File: src/rtl/fdtd_buf_wb_ctrl.sv
// ---------------------------------------------------------------------------
// fdtd_buf_wb_ctrl
//   Write-back engine for the FDTD update loop. A rising edge on one of the
//   calc controller's wrt_*_start levels queues a transfer; the engine then
//   walks the matching ram_buffer (Hy or Ez) word by word, sign-extends each
//   word to 32 bits and writes it to data memory over a req/gnt/rvalid port
//   with at most one transaction outstanding. A one-cycle wb_done_o marks the
//   end of every transfer.
//
// Ports
//   CLK, RST_N            clock, asynchronous active-low reset
//   wrt_*_start_i         start levels (Hy, Ez, source); rising edge = request
//   buffer_size_i         Hy/Ez entry count, clamped to BUFFER_SIZE
//   hy/ez_base_addr_i     byte base addresses of the arrays in data memory
//   rd_*_buf_en/addr_o    buffer read port (data returns one cycle later)
//   *_buf_rdata_i         buffer read data
//   data_*                core data port (req/gnt/rvalid, write-only use)
//   wb_busy_o             high whenever a transfer is active
//   wb_done_o             one-cycle pulse at the end of a transfer
//   wb_type_o             01 Hy, 10 Ez, 11 source, 00 none since reset
// ---------------------------------------------------------------------------
module fdtd_buf_wb_ctrl #(
  parameter int BUFFER_ADDR_WIDTH = 6,
  parameter int FDTD_DATA_WIDTH   = 16,
  parameter int BUFFER_SIZE       = 50,
  parameter int MEM_ADDR_WIDTH    = 32
) (
  input  logic                         CLK,
  input  logic                         RST_N,
  input  logic                         wrt_Hy_start_i,
  input  logic                         wrt_Ez_start_i,
  input  logic                         wrt_src_start_i,
  input  logic [FDTD_DATA_WIDTH-1:0]   buffer_size_i,
  input  logic [MEM_ADDR_WIDTH-1:0]    hy_base_addr_i,
  input  logic [MEM_ADDR_WIDTH-1:0]    ez_base_addr_i,
  output logic                         rd_Hy_buf_en_o,
  output logic [BUFFER_ADDR_WIDTH-1:0] rd_Hy_buf_addr_o,
  output logic                         rd_Ez_buf_en_o,
  output logic [BUFFER_ADDR_WIDTH-1:0] rd_Ez_buf_addr_o,
  input  logic [FDTD_DATA_WIDTH-1:0]   Hy_buf_rdata_i,
  input  logic [FDTD_DATA_WIDTH-1:0]   Ez_buf_rdata_i,
  output logic                         data_req_o,
  input  logic                         data_gnt_i,
  input  logic                         data_rvalid_i,
  output logic [MEM_ADDR_WIDTH-1:0]    data_addr_o,
  output logic                         data_we_o,
  output logic [3:0]                   data_be_o,
  output logic [31:0]                  data_wdata_o,
  output logic                         wb_busy_o,
  output logic                         wb_done_o,
  output logic [1:0]                   wb_type_o
);

  // One extra bit so a count equal to the clamp limit is always representable.
  localparam int CNT_W = BUFFER_ADDR_WIDTH + 1;

  localparam logic [2:0] S_IDLE     = 3'd0;
  localparam logic [2:0] S_RD_BUF   = 3'd1;
  localparam logic [2:0] S_LATCH    = 3'd2;
  localparam logic [2:0] S_REQ      = 3'd3;
  localparam logic [2:0] S_WAIT_RSP = 3'd4;
  localparam logic [2:0] S_DONE     = 3'd5;

  localparam logic [1:0] T_NONE = 2'b00;
  localparam logic [1:0] T_HY   = 2'b01;
  localparam logic [1:0] T_EZ   = 2'b10;
  localparam logic [1:0] T_SRC  = 2'b11;

  function automatic logic signed [31:0] sext_word(input logic [FDTD_DATA_WIDTH-1:0] w);
    return {{(32-FDTD_DATA_WIDTH){w[FDTD_DATA_WIDTH-1]}}, w};
  endfunction

  logic [2:0]                   state_q;
  logic [BUFFER_ADDR_WIDTH-1:0] index_q;
  logic [CNT_W-1:0]             count_q;
  logic [1:0]                   type_q;
  logic                         prev_hy_q, prev_ez_q, prev_src_q;
  logic                         pend_hy_q, pend_ez_q, pend_src_q;
  logic signed [31:0]           wr_data_p1;
  logic [MEM_ADDR_WIDTH-1:0]    wr_addr_p1;

  logic                         edge_hy, edge_ez, edge_src;
  logic [CNT_W-1:0]             clamp_cnt;
  logic [1:0]                   launch_type;
  logic [CNT_W-1:0]             launch_cnt;
  logic                         last_word;
  logic [FDTD_DATA_WIDTH-1:0]   rdata_sel;
  logic [MEM_ADDR_WIDTH-1:0]    base_sel;

  assign edge_hy  = wrt_Hy_start_i  & ~prev_hy_q;
  assign edge_ez  = wrt_Ez_start_i  & ~prev_ez_q;
  assign edge_src = wrt_src_start_i & ~prev_src_q;

  assign clamp_cnt = (buffer_size_i > FDTD_DATA_WIDTH'(BUFFER_SIZE)) ?
                     CNT_W'(BUFFER_SIZE) : CNT_W'(buffer_size_i);

  // Launch arbitration: Hy before Ez before source, only from IDLE.
  always_comb begin
    launch_type = T_NONE;
    launch_cnt  = '0;
    if (state_q == S_IDLE) begin
      if (pend_hy_q) begin
        launch_type = T_HY;
        launch_cnt  = clamp_cnt;
      end else if (pend_ez_q) begin
        launch_type = T_EZ;
        launch_cnt  = clamp_cnt;
      end else if (pend_src_q) begin
        launch_type = T_SRC;
        launch_cnt  = CNT_W'(1);
      end
    end
  end

  assign last_word = ({1'b0, index_q} + CNT_W'(1)) == count_q;
  // The source transfer reads Ez entry 0 and writes to the Ez array.
  assign rdata_sel = (type_q == T_HY) ? Hy_buf_rdata_i : Ez_buf_rdata_i;
  assign base_sel  = (type_q == T_HY) ? hy_base_addr_i : ez_base_addr_i;

  // Edge detection and pending requests; a new edge wins over a same-cycle launch.
  always_ff @(posedge CLK or negedge RST_N) begin
    if (!RST_N) begin
      prev_hy_q  <= 1'b0;
      prev_ez_q  <= 1'b0;
      prev_src_q <= 1'b0;
      pend_hy_q  <= 1'b0;
      pend_ez_q  <= 1'b0;
      pend_src_q <= 1'b0;
    end else begin
      prev_hy_q  <= wrt_Hy_start_i;
      prev_ez_q  <= wrt_Ez_start_i;
      prev_src_q <= wrt_src_start_i;
      pend_hy_q  <= (pend_hy_q  & (launch_type != T_HY))  | edge_hy;
      pend_ez_q  <= (pend_ez_q  & (launch_type != T_EZ))  | edge_ez;
      pend_src_q <= (pend_src_q & (launch_type != T_SRC)) | edge_src;
    end
  end

  always_ff @(posedge CLK or negedge RST_N) begin
    if (!RST_N) begin
      state_q    <= S_IDLE;
      index_q    <= '0;
      count_q    <= '0;
      type_q     <= T_NONE;
      wr_data_p1 <= '0;
      wr_addr_p1 <= '0;
    end else begin
      case (state_q)
        S_IDLE: begin
          if (launch_type != T_NONE) begin
            type_q  <= launch_type;
            count_q <= launch_cnt;
            index_q <= '0;
            state_q <= (launch_cnt == '0) ? S_DONE : S_RD_BUF;
          end
        end
        // p0: buffer read issued, data returns during LATCH
        S_RD_BUF: state_q <= S_LATCH;
        // p1: capture buffer word and target address for the memory request
        S_LATCH: begin
          wr_data_p1 <= sext_word(rdata_sel);
          wr_addr_p1 <= base_sel + MEM_ADDR_WIDTH'({index_q, 2'b00});
          state_q    <= S_REQ;
        end
        S_REQ: begin
          if (data_gnt_i) state_q <= S_WAIT_RSP;
        end
        S_WAIT_RSP: begin
          if (data_rvalid_i) begin
            if (last_word) begin
              state_q <= S_DONE;
            end else begin
              index_q <= index_q + BUFFER_ADDR_WIDTH'(1);
              state_q <= S_RD_BUF;
            end
          end
        end
        S_DONE:  state_q <= S_IDLE;
        default: state_q <= S_IDLE;
      endcase
    end
  end

  // Outputs decode the state register directly so reset drops them at once.
  assign rd_Hy_buf_en_o   = (state_q == S_RD_BUF) && (type_q == T_HY);
  assign rd_Ez_buf_en_o   = (state_q == S_RD_BUF) && ((type_q == T_EZ) || (type_q == T_SRC));
  assign rd_Hy_buf_addr_o = rd_Hy_buf_en_o ? index_q : '0;
  assign rd_Ez_buf_addr_o = rd_Ez_buf_en_o ? index_q : '0;

  assign data_req_o   = (state_q == S_REQ);
  assign data_we_o    = data_req_o;
  assign data_be_o    = data_req_o ? 4'hF : 4'h0;
  assign data_addr_o  = wr_addr_p1;
  assign data_wdata_o = wr_data_p1;

  assign wb_busy_o = (state_q != S_IDLE);
  assign wb_done_o = (state_q == S_DONE);
  assign wb_type_o = type_q;

endmodule

File: config.mk
export PLATFORM = sky130hd
export DESIGN_NAME = fdtd_buf_wb_ctrl
export DESIGN_NICKNAME = d
export VERILOG_FILES = /design/src/rtl/fdtd_buf_wb_ctrl.sv
export SDC_FILE = /design/constraint.sdc
export NUM_CORES = 1
export LEC_CHECK = 0
export BUFFER_PORTS_ARGS = -buffer_cell sky130_fd_sc_hd__buf_2
export CAP_MARGIN = 20
export CORE_MARGIN = 1
export CORE_UTILIZATION = 30
export DETAILED_ROUTE_END_ITERATION = 8
export GPL_TIMING_DRIVEN = 0
export PLACE_DENSITY_LB_ADDON = 0.3
export SYNTH_ARGS = -nofsm -noshare
export SYNTH_HDL_FRONTEND = slang
export SYNTH_SLANG_ARGS = --single-unit
File: constraint.sdc
create_clock -name CLK -period 3.17 [get_ports CLK]
set_input_delay 0.1585 -clock CLK [delete_from_list [all_inputs] [get_ports CLK]]
set_output_delay 0.1585 -clock CLK [all_outputs]
set_load 0.05 [all_outputs]
Yosys cells after proc, flatten, opt, wreduce, memory -nomap -nowiden --
Cells that the tools add are included.
Word-level totals: register bits 72, bits in latches 0, memory bits (writable) 0, bits in read-only memories 0, input port bits 119, logic and storage cells 79, memories kept 0
Cells by class: add/sub/neg operators 3, multipliers 0, div/mod/pow operators 0, magnitude comparators 1, equality and inequality tests 16, shifts and indexed selects 0, mux-type cells 24, bitwise logic cells 12, reductions and logical operators 11
Operators with widths (count):
- adder 32 x 8 -> 32 bit | 1
- 2-to-1 mux 32 bit | 1
- 2-to-1 mux 6 bit | 5
- 2-to-1 mux 7 bit | 4
- greater-than comparator 16 x 6 -> 1 bit, second input constant | 1
- 2-to-1 mux 16 bit | 1
- 2-to-1 mux 3 bit | 5
- one-hot mux 3 bit (5 select lines) | 1
- one-hot mux 6 bit (2 select lines) | 1
- 2-to-1 mux 2 bit | 4
- != test 2 bit, second input constant | 4
- adder 6 x 1 -> 7 bit, second input constant | 1
- == test 7 bit | 1
- logical NOT 7 bit | 1
- adder 6 x 1 -> 6 bit, second input constant | 1
- AND 1 bit | 6
- == test 3 x 2 -> 1 bit, second input constant | 2
- == test 3 bit, second input constant | 2
- != test 2 x 1 -> 1 bit, second input constant | 3
- == test 2 bit, second input constant | 2
- 2-to-1 mux 4 bit | 1
- AND reduction 4 bit | 1
- nonzero test 2 bit | 2
- == test 3 x 1 -> 1 bit, second input constant | 1
- 10 further kinds | 15

Longest topological paths before layout --
depth in word-level cells 9, gate-level depth with buffers 16

Worst setup path after synthesis --
OpenSTA, ideal clock, no wires.
kind register to output, from reg type_q[1], in the netlist wb_type_o[1], to out rd_Hy_buf_addr_o[0], arrival 3818 ps, setup slack -807 ps, stages on the path, launching flop included 7, path through dfrtp_1 -> nand2b_1 -> buf_4 -> buf_6 -> buf_2 -> nor4b_1 -> and2_1
On the way: longest elaborated chain between the ends 3
RTL lines:
- start: declaration | line 76 | logic [1:0] type_q;
- start signal: assignment | line 151 | type_q <= launch_type;
- == test 2 x 1 -> 1 bit | line 185 | assign rd_Hy_buf_en_o = (state_q == S_RD_BUF) && (type_q == T_HY);
- logical AND 1 bit | line 185
- via rd_Hy_buf_en_o | line 36 | output logic rd_Hy_buf_en_o,
- 2-to-1 mux 6 bit | line 187 | assign rd_Hy_buf_addr_o = rd_Hy_buf_en_o ? index_q : '0;
- end: declaration | line 37 | output logic [BUFFER_ADDR_WIDTH-1:0] rd_Hy_buf_addr_o,
The timed path passes the listed nets, and every way through them passes these cells.

Worst setup path after layout --
from reg type_q[0], in the netlist wb_type_o[0], to reg wr_addr_p1[26], in the netlist data_addr_o[26]
On the way: longest elaborated chain between the ends 3
RTL lines:
- == test 2 x 1 -> 1 bit | line 118 | assign base_sel = (type_q == T_HY) ? hy_base_addr_i : ez_base_addr_i;
- 2-to-1 mux 32 bit | line 118
- adder 32 x 8 -> 32 bit | line 162 | wr_addr_p1 <= base_sel + MEM_ADDR_WIDTH'({index_q, 2'b00});
- end signal: assignment | line 162
- end: declaration | line 80 | logic [MEM_ADDR_WIDTH-1:0] wr_addr_p1;
Every way passes these cells. A chain may end at the register's enable or synchronous reset.

==> metrics.txt <==
# TYPE chip_impl_metric gauge
chip_impl_info{name="outcome",value="completed"} 1
chip_impl_metric{name="worst_case_headroom_to_the_max_slew_limit",unit=""} 0.303
chip_impl_metric{name="fin_worst_skew",unit="ns"} 0.00824
chip_impl_metric{name="synth.yosys.warnings",unit=""} 0
chip_impl_metric{name="placement.io_buffers",unit=""} 206
chip_impl_metric{name="fp-row-count",unit=""} 45
chip_impl_metric{name="initial_utilization",unit=""} 0.309
chip_impl_metric{name="route.vias.total",unit=""} 4802
chip_impl_metric{name="drt_first_iter_violations",unit=""} 184
chip_impl_metric{name="number_of_synthesized_flops_with_an_enable_pin",unit=""} 0
chip_impl_info{name="worst_setup_path_end_kind",value="register"} 1
chip_impl_metric{name="rr_worst_depth",unit=""} 14
chip_impl_metric{name="clock_latency",unit="ns"} 0.34
chip_impl_metric{name="drt.antenna.violating_nets",unit=""} 0
chip_impl_info{name="cts_tree",value="built"} 1
chip_impl_metric{name="gr-usage-all-layers",unit=""} 0.180
chip_impl_metric{name="timing_worst_slew_pin_value",unit="ns"} 1.04
chip_impl_metric{name="cts_max_level",unit=""} 3
chip_impl_metric{name="detailed_place_hpwl",unit="um"} 11400
chip_impl_metric{name="synth_to_layout_area_growth",unit="%"} 39.4
chip_impl_info{name="timing.hold.worst.start",value="hy_base_addr_i[1]"} 1
chip_impl_metric{name="post-route-drc-count",unit=""} 0
chip_impl_metric{name="cts_sinks",unit=""} 72
chip_impl_metric{name="max-cap-violations",unit=""} 0
chip_impl_info{name="crit_reg_reg_endpoint",value="data_addr_o[26]"} 1
chip_impl_metric{name="dpl-instance-area",unit="sq um"} 6120
chip_impl_metric{name="finalWirelength",unit="um"} 14600
chip_impl_metric{name="io-pin-count",unit=""} 207
chip_impl_metric{name="fmax",unit="GHz"} 0.338
chip_impl_metric{name="number_of_global_route_vias_before_repair",unit=""} 4504
chip_impl_metric{name="yosysSeqAreaShare",unit=""} 0.382
chip_impl_metric{name="synth_seq_cells",unit=""} 72
chip_impl_metric{name="vdd.ir_drop.worst",unit="V"} 0.000658
chip_impl_metric{name="syn-num-nets",unit=""} 696
chip_impl_metric{name="via_per_inst",unit=""} 4.73
chip_impl_info{name="cts_root_buffer",value="sky130_fd_sc_hd__clkbuf_16"} 1
chip_impl_metric{name="path_max_fanout",unit=""} 10
chip_impl_metric{name="nets",unit=""} 924
chip_impl_metric{name="die_w",unit="um"} 127
chip_impl_metric{name="gp_congestion",unit=""} 0.832
chip_impl_metric{name="timing.final.crit_share",unit=""} 0.933
chip_impl_metric{name="fin_area",unit="sq um"} 6570
chip_impl_metric{name="timing.hold.ws",unit="ns"} 0.0762
chip_impl_metric{name="fraction_of_layout_cells_with_a_size_suffix_above_1",unit=""} 0.355
chip_impl_metric{name="critPathRequiredTime",unit="ns"} 3.41
chip_impl_metric{name="floorplan.die_area",unit="sq um"} 16200
chip_impl_metric{name="cts_buffers",unit=""} 9
chip_impl_metric{name="clk_pin_slew",unit="ns"} 0.05
chip_impl_metric{name="global_route.overflow_total",unit=""} 0
chip_impl_metric{name="async_reset_ff_frac",unit=""} 1.00
chip_impl_metric{name="worst-endpoint-arrival",unit="ns"} 3.20
chip_impl_metric{name="antenna_found_initial",unit=""} 1
chip_impl_metric{name="design.core.area",unit="sq um"} 15300
chip_impl_info{name="rsz_0062_raised_after_global_routing",value="no"} 1
chip_impl_metric{name="cellPowerDensity",unit="nW/um^2"} 1120
chip_impl_info{name="rr_startpoint",value="wb_type_o[0]"} 1
chip_impl_metric{name="clockBufferDepth",unit=""} 2
chip_impl_info{name="synth_flop_cell",value="sky130_fd_sc_hd__dfrtp_1"} 1
chip_impl_metric{name="r2r_slack",unit="ns"} 0.21
chip_impl_info{name="min_path_type",value="input pin to register"} 1
chip_impl_metric{name="setup_violations",unit=""} 0
chip_impl_metric{name="placedCellCount",unit=""} 987
chip_impl_metric{name="postSynthCellCount",unit=""} 569
chip_impl_metric{name="period_needed",unit="ns"} 2.96
chip_impl_metric{name="avgSynthCellArea",unit="sq um"} 8.29
chip_impl_metric{name="syn-cell-area",unit="sq um"} 4710
chip_impl_metric{name="hold_violations",unit=""} 0
chip_impl_metric{name="timing.hold.worst_path_depth",unit=""} 3
chip_impl_info{name="worst_setup_path_start_kind",value="register"} 1
chip_impl_metric{name="fill_cells",unit=""} 1599
chip_impl_metric{name="wire_length_of_the_first_global_routing_pass",unit="um"} 22600
chip_impl_info{name="worst-setup-path-type",value="register to register"} 1
chip_impl_metric{name="die_height",unit="um"} 127
chip_impl_metric{name="maximum_number_of_pins_on_one_net_before_global_route_repair",unit=""} 49
chip_impl_info{name="whs_endpoint",value="data_addr_o[1]"} 1
chip_impl_metric{name="final-max-slew-violation-count",unit=""} 0
chip_impl_metric{name="post_layout_nonfiller_instances",unit=""} 1015
chip_impl_metric{name="leakagePower",unit="uW"} 0.00325
chip_impl_metric{name="firstDrtPassIters",unit=""} 4
chip_impl_metric{name="wire_per_inst",unit="um"} 14.4
chip_impl_metric{name="post_synth_num_cell_types",unit=""} 62
synthesized netlist by cell type, types with 3 or more instances:
cell type,count,share of area
sky130_fd_sc_hd__nand2_1,137,0.11
sky130_fd_sc_hd__dfrtp_1,72,0.38
sky130_fd_sc_hd__nor2_1,47,0.037
sky130_fd_sc_hd__o21ai_0,28,0.030
sky130_fd_sc_hd__a31oi_1,24,0.032
sky130_fd_sc_hd__buf_4,22,0.035
sky130_fd_sc_hd__mux2i_1,21,0.045
sky130_fd_sc_hd__xnor2_1,19,0.035
sky130_fd_sc_hd__clkbuf_1,18,0.014
sky130_fd_sc_hd__nand3_1,15,0.016
sky130_fd_sc_hd__and2_1,14,0.019
sky130_fd_sc_hd__a21oi_1,12,0.013
sky130_fd_sc_hd__inv_1,10,0.0080
sky130_fd_sc_hd__nor3_1,9,0.0096
sky130_fd_sc_hd__xor2_1,9,0.017
sky130_fd_sc_hd__o31ai_1,8,0.013
sky130_fd_sc_hd__and3_1,7,0.0093
sky130_fd_sc_hd__ha_1,7,0.019
sky130_fd_sc_hd__nor4_1,7,0.0093
sky130_fd_sc_hd__buf_2,6,0.0064
sky130_fd_sc_hd__nand4_1,6,0.0080
sky130_fd_sc_hd__a21o_1,5,0.0080
sky130_fd_sc_hd__o21ai_1,5,0.0053
sky130_fd_sc_hd__a22o_1,4,0.0074
sky130_fd_sc_hd__buf_1,4,0.0032
sky130_fd_sc_hd__nand2b_1,4,0.0053
sky130_fd_sc_hd__o22a_1,4,0.0074
sky130_fd_sc_hd__nor3b_1,3,0.0048
sky130_fd_sc_hd__o211ai_1,3,0.0048
sky130_fd_sc_hd__o21a_1,3,0.0048
sequential cells by signal, indices dropped and copies added, names as in the netlist:
signal        cells
count_q           7
data_addr_o      32
state_q           3
pend_ez_q         1
pend_src_q        1
wb_type_o         2
index_q           6
prev_ez_q         1
prev_src_q        1
prev_hy_q         1
pend_hy_q         1
data_wdata_o     16
power breakdown:
group	switching (uW)	leakage (uW)	internal (uW)
clock network	374	0.000150	650
logic	3300	0.00224	1440
registers	247	0.000863	1310
total	3930	0.00325	3400
worst max-delay path by stage:
stage                     slack, ns         start              end  cells past startpoint
after floorplan                0.02  wb_type_o[1]  data_addr_o[31]                     15
after global placement        -0.47  wb_type_o[1]  data_addr_o[31]                     14
after detailed placement      -0.44  wb_type_o[1]  data_addr_o[27]                     15
after CTS                    0.0003  wb_type_o[0]  data_addr_o[30]                     14
after global routing           0.01  wb_type_o[0]  data_addr_o[26]                     13
final                          0.21  wb_type_o[0]  data_addr_o[26]                     14
through the flow:
stage	worst slack, ns	power [uW]	utilization	TNS [ns]
finish	0.212	7330	0.431	0
global route	0.0106	7830	0.430	0
CTS	0.000276	7280	0.424	0
detailed placement	-0.445	6250	0.401	-4.51
global placement	-0.467	6220	0.399	-4.33
floorplan	0.0214	5110	-	0
critical path: stages (launching register included):
cell	delay (ns)
sky130_fd_sc_hd__dfrtp_2	0.44
sky130_fd_sc_hd__nor2b_1	0.14
sky130_fd_sc_hd__buf_4	0.16
sky130_fd_sc_hd__buf_12	0.13
sky130_fd_sc_hd__clkbuf_8	0.15
sky130_fd_sc_hd__nand2_1	0.06
sky130_fd_sc_hd__nand2_1	0.05
sky130_fd_sc_hd__ha_2	0.18
sky130_fd_sc_hd__fa_2	0.37
sky130_fd_sc_hd__a21o_1	0.22
sky130_fd_sc_hd__a311o_1	0.31
sky130_fd_sc_hd__o2111ai_4	0.17
sky130_fd_sc_hd__nor3_4	0.11
sky130_fd_sc_hd__and4_1	0.21
sky130_fd_sc_hd__o31ai_2	0.16
final cells by class:
cell class / count / area, sq um / area share
clock inverter: 3 / 40.0 / 0.00609
inverter: 10 / 37.5 / 0.00571
sequential: 72 / 1800 / 0.275
antenna: 2 / 5.00 / 0.000762
multi-input combinational: 436 / 2640 / 0.402
tap: 211 / 264 / 0.0402
clock buffer: 13 / 260 / 0.0396
timing repair buffer: 220 / 1190 / 0.181
buffer: 48 / 332 / 0.0505
routing by layer:
layer  global-route usage  vias to the layer above  share of wire
met4               0.0637                        0          0.015
met1                0.217                     2182           0.44
met5                    0                        -              0
met3               0.0523                       18          0.077
li1                     -                     2429              -
met2                0.304                      173           0.47
cells by family after synthesis:
logic type      after synthesis  synth area share
flops                        72             0.382
mux                          24            0.0523
compound gates              110             0.157
simple gates                266             0.264
fa+ha+maj                     8            0.0228
buf+inv                      61            0.0693
xor+xnor                     28            0.0520
cells in the final DEF, fill, tap and decap left out, types with 3 or more instances in the layout:
cell type                         n
sky130_fd_sc_hd__and3_1           7
sky130_fd_sc_hd__a31oi_1         24
sky130_fd_sc_hd__mux2i_1         21
sky130_fd_sc_hd__and2_1          14
sky130_fd_sc_hd__o31ai_1          8
sky130_fd_sc_hd__buf_4           31
sky130_fd_sc_hd__a22o_1           4
sky130_fd_sc_hd__ha_1             5
sky130_fd_sc_hd__clkbuf_1        19
sky130_fd_sc_hd__o21a_1           3
sky130_fd_sc_hd__dfrtp_1         70
sky130_fd_sc_hd__nor2_1          47
sky130_fd_sc_hd__nand4_1          6
sky130_fd_sc_hd__nand2b_1         3
sky130_fd_sc_hd__xor2_1           9
sky130_fd_sc_hd__clkbuf_8         3
sky130_fd_sc_hd__nor3_1           9
sky130_fd_sc_hd__xnor2_1         19
sky130_fd_sc_hd__a21oi_1         12
sky130_fd_sc_hd__inv_1           10
sky130_fd_sc_hd__o211ai_1         3
sky130_fd_sc_hd__nor3b_1          3
sky130_fd_sc_hd__o21ai_1          4
sky130_fd_sc_hd__nor4_1           6
sky130_fd_sc_hd__nand2_1        137
sky130_fd_sc_hd__dlygate4sd3_1    4
sky130_fd_sc_hd__buf_2          208
sky130_fd_sc_hd__clkbuf_16       10
sky130_fd_sc_hd__o21ai_0         28
sky130_fd_sc_hd__nand3_1         15
sky130_fd_sc_hd__o22a_1           4
sky130_fd_sc_hd__a21o_1           5
repair_timing:
| item | in CTS | in global routing |
|---|---|---|
| endpoints found under the setup margin | 22 | 14 |
| endpoints found under the hold margin | 27 | 0 |
| buffers inserted | 2 | 6 |
| pin swaps | 2 | 2 |
| gates cloned | 0 | 1 |
| gates resized for setup | 5 | 6 |
| hold buffers | 4 | 0 |
(Power assumes the default switching activity.)
